--- src/rtl/dual_port_ram_pkg.sv ---
// Shared geometry defaults for the dual-port RAM.
package dual_port_ram_pkg;
  localparam int DATA_W_DEF = 8;
  localparam int ADDR_W_DEF = 4;
  localparam int DEPTH      = 2 ** ADDR_W_DEF;

  function automatic int mem_depth(input int aw);
    return 2 ** aw;
  endfunction
endpackage

--- src/rtl/dual_port_ram_port.sv ---
// One RAM port: write-enable qualification and the registered read data.
module dual_port_ram_port
  import dual_port_ram_pkg::*;
#(
  parameter int DATA_W = DATA_W_DEF
) (
  input  logic              clk,
  input  logic              rst,
  input  logic              sel_i,
  input  logic              wr_i,
  input  logic [DATA_W-1:0] mem_rdata_i,
  output logic              we_o,
  output logic [DATA_W-1:0] rdata_o
);
  logic [DATA_W-1:0] rdata_d, rdata_q;

  // reset suppresses the write even though memory itself is never cleared
  assign we_o = sel_i & wr_i & ~rst;

  always_comb begin
    rdata_d = rdata_q;
    if (sel_i && !wr_i) rdata_d = mem_rdata_i;
  end

  always_ff @(posedge clk) begin
    if (rst) rdata_q <= '0;
    else     rdata_q <= rdata_d;
  end

  assign rdata_o = rdata_q;
endmodule

--- src/rtl/dual_port_ram.sv ---
// True dual-port synchronous RAM, read-first across ports, port A wins write collisions.
module dual_port_ram
  import dual_port_ram_pkg::*;
#(
  parameter int DATA_W = DATA_W_DEF,
  parameter int ADDR_W = ADDR_W_DEF
) (
  input  logic              clk,
  input  logic              rst,
  input  logic              cs,
  input  logic              wr_rd_a,
  input  logic              wr_rd_b,
  input  logic [ADDR_W-1:0] addr_a,
  input  logic [ADDR_W-1:0] addr_b,
  input  logic [DATA_W-1:0] wdata_a,
  input  logic [DATA_W-1:0] wdata_b,
  output logic [DATA_W-1:0] rdata_a,
  output logic [DATA_W-1:0] rdata_b
);
  localparam int NUM_PORTS = 2;
  localparam int DEPTH_L   = mem_depth(ADDR_W);

  logic [DATA_W-1:0] mem_q [DEPTH_L];

  logic [NUM_PORTS-1:0]             wr_rd, we;
  logic [NUM_PORTS-1:0][ADDR_W-1:0] addr;
  logic [NUM_PORTS-1:0][DATA_W-1:0] wdata, mem_rd, rdata;
  logic                             collide;

  assign wr_rd = {wr_rd_b, wr_rd_a};
  assign addr  = {addr_b, addr_a};
  assign wdata = {wdata_b, wdata_a};

  for (genvar p = 0; p < NUM_PORTS; p++) begin : g_port
    assign mem_rd[p] = mem_q[addr[p]];
    dual_port_ram_port #(.DATA_W(DATA_W)) u_port (
      .clk        (clk),
      .rst        (rst),
      .sel_i      (~cs),
      .wr_i       (wr_rd[p]),
      .mem_rdata_i(mem_rd[p]),
      .we_o       (we[p]),
      .rdata_o    (rdata[p])
    );
  end

  assign collide = we[0] & we[1] & (addr[0] == addr[1]);

  // reads above sample mem_q before these updates land, giving read-first
  always_ff @(posedge clk) begin
    if (we[0])            mem_q[addr[0]] <= wdata[0];
    if (we[1] && !collide) mem_q[addr[1]] <= wdata[1];
  end

  assign rdata_a = rdata[0];
  assign rdata_b = rdata[1];
endmodule

--- config.mk ---
export PLATFORM = sky130hd
export DESIGN_NAME = dual_port_ram
export DESIGN_NICKNAME = d
export VERILOG_FILES = /design/src/rtl/dual_port_ram_pkg.sv /design/src/rtl/dual_port_ram_port.sv /design/src/rtl/dual_port_ram.sv
export SDC_FILE = /design/constraint.sdc
export NUM_CORES = 1
export LEC_CHECK = 0
export CORE_ASPECT_RATIO = 1.25
export CORE_MARGIN = 5
export CORE_UTILIZATION = 67
export CTS_BUF_LIST = sky130_fd_sc_hd__clkbuf_2
export DETAILED_ROUTE_END_ITERATION = 6
export DONT_BUFFER_PORTS = 1
export GPL_ROUTABILITY_DRIVEN = 1
export HOLD_SLACK_MARGIN = 0.03
export PLACE_DENSITY = 0.83
export SLEW_MARGIN = 0
export SYNTH_ARGS = -nofsm -noshare
export SYNTH_HDL_FRONTEND = slang
export SYNTH_SLANG_ARGS = --single-unit
--- constraint.sdc ---
create_clock -name clk -period 2.8 [get_ports clk]
set_clock_uncertainty 0.1 [all_clocks]
set_input_delay 0.42 -clock clk [delete_from_list [all_inputs] [get_ports clk]]
set_output_delay 0.42 -clock clk [all_outputs]
set_load 0.02 [all_outputs]
Word-level counts from Yosys, hierarchy flattened

Memory sizes are Yosys's and may differ from the RTL's. A register that Yosys moved wholly into a read port is not among the register bits.
Index checks and enable logic that the tools add are counted.

Equal/unequal tests: 1
Muxes and demuxes: 4
Bitwise operators: 8
Reduce and logical (&&, ||, !) cells: 6

Operators with widths:

| cell                | number |
|---|---|
| $and A1 B1 Y1       | 6 |
| $eq A4 B4 Y1        | 1 |
| $mux W1             | 4 |
| $logic_and A1 B1 Y1 | 3 |
| $logic_not A1 Y1    | 3 |
| $not A1 Y1          | 2 |

Register bits: 0
Memory bits (writable): 128
Bits of input ports: 29
Output and inout port bits: 16
Word-level logic and storage cells: 20
Memories: 1

Memory list:

| memory | words | width | rd ports | clocked after Yosys merged registers in | wr ports | RTL line            | source |
|---|---|---|---|---|---|---|---|
| mem_q  | 16    | 8     | 2        | 2                                       | 2        | dual_port_ram.sv:23 | `logic [DATA_W-1:0] mem_q [DEPTH_L];` |

Longest topological paths before layout

Depth after elaboration: 9
Gate-level depth with buffers: 8
Mapped depth without buffers: 4

Cells and area by module

Synthesis repeated with hierarchy kept, for this count alone.

Cells, all modules: 559
Area, all modules: 8868.5 µm²

By module, submodules not included:

| module             | times used | cells an instance | area each (µm²) | seq. area each (µm²) |
|---|---|---|---|---|
| dual_port_ram      | 1          | 487               | 8085.3          | 3843.7 |
| dual_port_ram_port | 2          | 36                | 391.6           | 160.2 |

Worst setup path before layout

No wires, ideal clock.

Path type: input -> register
Start: in addr_a[0]
End: mem mem_q[12][0] (netlist bit), enable pin
Setup time: 0.384 ns
Arrival: 2.062 ns
Data required time: 2.316 ns
Setup slack: 0.254 ns
Cell stages on the path: 6
Path buffers: 4
Path through: buf_6 buf_6 buf_6 buf_4 or3_1 o21ai_0

RTL lines:

| what        | RTL line            | source |
|---|---|---|
| from (decl) | dual_port_ram.sv:13 | `input logic [ADDR_W-1:0] addr_a,` |
| to (decl)   | dual_port_ram.sv:23 |  |

==> impl_results.md <==
* Max-cap violation count at 0
* Synth async-reset ratio at 0%
* Core Region at around 0.013 mm²
* Reg2Reg Depth at 6
* Non-filler cells, final at ~840
* Cell taking the most area after synthesis: edfxtp_1
* Worst VDD drop at roughly 0.34 mV
* Register bit total from synthesis at approximately 140
* DR pass1 iterations at 7
* Min Tclk post-route at 2610 ps
* Worst Path Required at between 3000 and 4000 ps
* Hold Crit Depth at 3
* Clock latency on the worst-skew pair at ~760 ps
* Final wirelength at between 20000 and 30000 µm
* Failing checks: design-rule violations
* Commonest cells post-synth: 128 x edfxtp_1, 120 x mux2_2, 62 x mux2i_1
* Die width at 113 µm
* Clock root cell: clkbuf_2
* Vias in the first global route at between 6000 and 7000
* Min Hold Slack at 67.7 ps
* Main flop type after synthesis: edfxtp_1
* Fraction of layout cells with a size suffix above 1 at 38.1%
* Pins Over Slew Limit at 0
* Tcrit/Tclk final at 93.2%
* Port Buf Inserts at 0
* FP Rows at 47
* Deepest clock path buffer count at 2
* Initial antenna violation count at 2
* Die Y at 138 µm
* CTS tree: done
* Leakage at 3.27 nW
* Fmax at around 380 MHz
* Sum Neg Setup Slack at 0 ps
* Sinks on Clock Net at 144
* Endpoints failing setup at 0
* 1st-iter DRT viols at ~850
* Syn avg cell area at ~14 µm²
* Final hold violations at 0
* Hold Path Sink: g_port[1].u_port.rdata_o[1]
* DP HPWL at ~16000 µm
* Syn_nets at roughly 650
* Area grow syn2layout at 9.31%
* Postcts setup bufs at 0
* EDFF count, synth at between 100 and 150
* GPL Wtd Cong at roughly 0.89
* First-pass GRT wire length at around 38000 µm
* Dpl cells at between 700 and 800
* CP max FO at 2
* CP startpoint: mem_q[4][3]
* Post-Synthesis Cells at around 620
* Yosys warns at 0
* RSZ-0062 raised after global routing: false
* Drt wl/cell at 29.8 µm
* Yosys top cell area share at between 40% and 50%
* Crit. End Element: register
* WP data arrival at approximately 3200 ps
* Crit path launch type: register
* Cell area after layout at about 0.0097 mm²
* Number of buffers created by CTS at 17
* Max_slew headroom at between 15 and 20%
* Largest net degree at the start of global routing at between 50 and 60
* Total track usage at approximately 32%
* FF-to-FF setup slack at approximately 190 ps
* Final nets at a little under 700
* RR Startpoint: mem_q[4][3]
* Cell with the most instances after synthesis: edfxtp_1
* Status: finished with violations
* Number of routed nets with antenna violations at 0
* PD cells at ~430 mW/mm²
* Post-Syn Area at just under 0.009 mm²
* Netlist cell types at 45
* Starting Density at 67.3%
* Congestion Overflow GR at 0
* Crit Path Class: reg -> reg
* Final Util at 73.6%
* Placed Area at 0.00895 mm²
* DRC viols at 2
* Vias per cell at ~7.4
* CTS H-tree lvls at 4
* CTS clk-pin slew, worst paths at 250 ps
* Via count at about 6200
* Die ar. at about 0.016 mm²
* Top post-synthesis cells by area: edfxtp_1 44%, mux2_2 15%, mux4_2 8.4%
* Post-synthesis sequential area ratio at roughly 47%
* FF-to-FF End: g_port[1].u_port.rdata_o[3]
* Top-Level Pins at between 40 and 50
* Hold Crit Class: in -> reg
* Hold path startpoint: addr_b[1]
* Worst-Margin Slew at 1250 ps
-- cell families after synthesis --
logic type / Yosys count / synth area share, %
xor+xnor: 4 / 0.779
compound gates: 84 / 9.34
mux: 224 / 32.2
flops: 144 / 47.2
simple gates: 103 / 6.43
buf+inv: 59 / 4.05
-- cell usage in the layout (no fill, tap or decap), types with 8 or more instances in the layout --
cell type	netlist	layout
o32ai_1	10	10
mux2i_1	62	62
clkbuf_2	0	17
o21ai_0	16	16
buf_4	11	34
nor2_1	30	30
nor2b_1	13	13
mux2_4	8	8
o22ai_1	14	14
a22oi_1	8	8
o2111ai_4	9	9
mux4_2	33	33
edfxtp_1	128	128
dfxtp_1	16	16
nor4_1	10	10
dlygate4sd3_1	0	46
mux2_2	120	120
nor3_1	12	12
-- area by class of cell --
cell class	count	area [µm²]
fillers	816	3460
clock buffers	17	85.1
multi-input cells	415	4310
diodes	1	2.50
clock inverters	15	146
well taps	171	214
flip-flops and latches	144	4160
repair buffers	81	727
-- how the worst max path moves through the flow --
stage | slack, ps | end | cells after the start
final | 190 | g_port[1].u_port.rdata_o[3] | 6
after global routing | 40 | g_port[1].u_port.rdata_o[3] | 6
after CTS | 70 | g_port[1].u_port.rdata_o[3] | 9
after detailed placement | 380 | mem_q[15][0] | 5
after global placement | 470 | mem_q[11][0] | 5
after floorplan | 250 | mem_q[12][0] | 6
-- power breakdown --
part | switching (mW) | total [mW] | internal (mW)
Combinational | 0.278 | 0.550 | 0.272
Sequential | 0.0468 | 2.43 | 2.38
Clock | 0.803 | 1.20 | 0.401
-- critical path: stages (launching register included) --
cell and delay [ps]:
edfxtp_1 450, mux4_2 470, nor2b_1 160, a211oi_2 170, dlygate4sd3_1 580, nor4_1 50, dlygate4sd3_1 600
-- state kept, by name (all words and copies together), names as in the netlist --
register and count:
g_port.u_port.rdata_o 16, mem_q 128
-- per-layer routing --
metal	share of wire (%)	wire length, µm	GRT usage [%]
met5	0.079	20	0
met4	5.9	1490	15.4
met2	50	12500	53.9
met3	11	2700	8.52
met1	34	8450	39.1
-- repair_timing --
action | CTS | global route
endpoints found under the setup margin | 0 | 1
resized for setup | 0 | 2
hold buffers | 43 | 4
endpoints found under the hold margin | 144 | 6
-- through the flow --
step / power (mW) / setup slack (ps)
after floorplan: 2.91 / 254
after global placement: 2.87 / 468
after detailed placement: 2.89 / 377
after CTS: 4.15 / 71.6
after global routing: 4.30 / 42.6
final: 4.18 / 190
No activity file was read; power rests on OpenSTA's default activity.
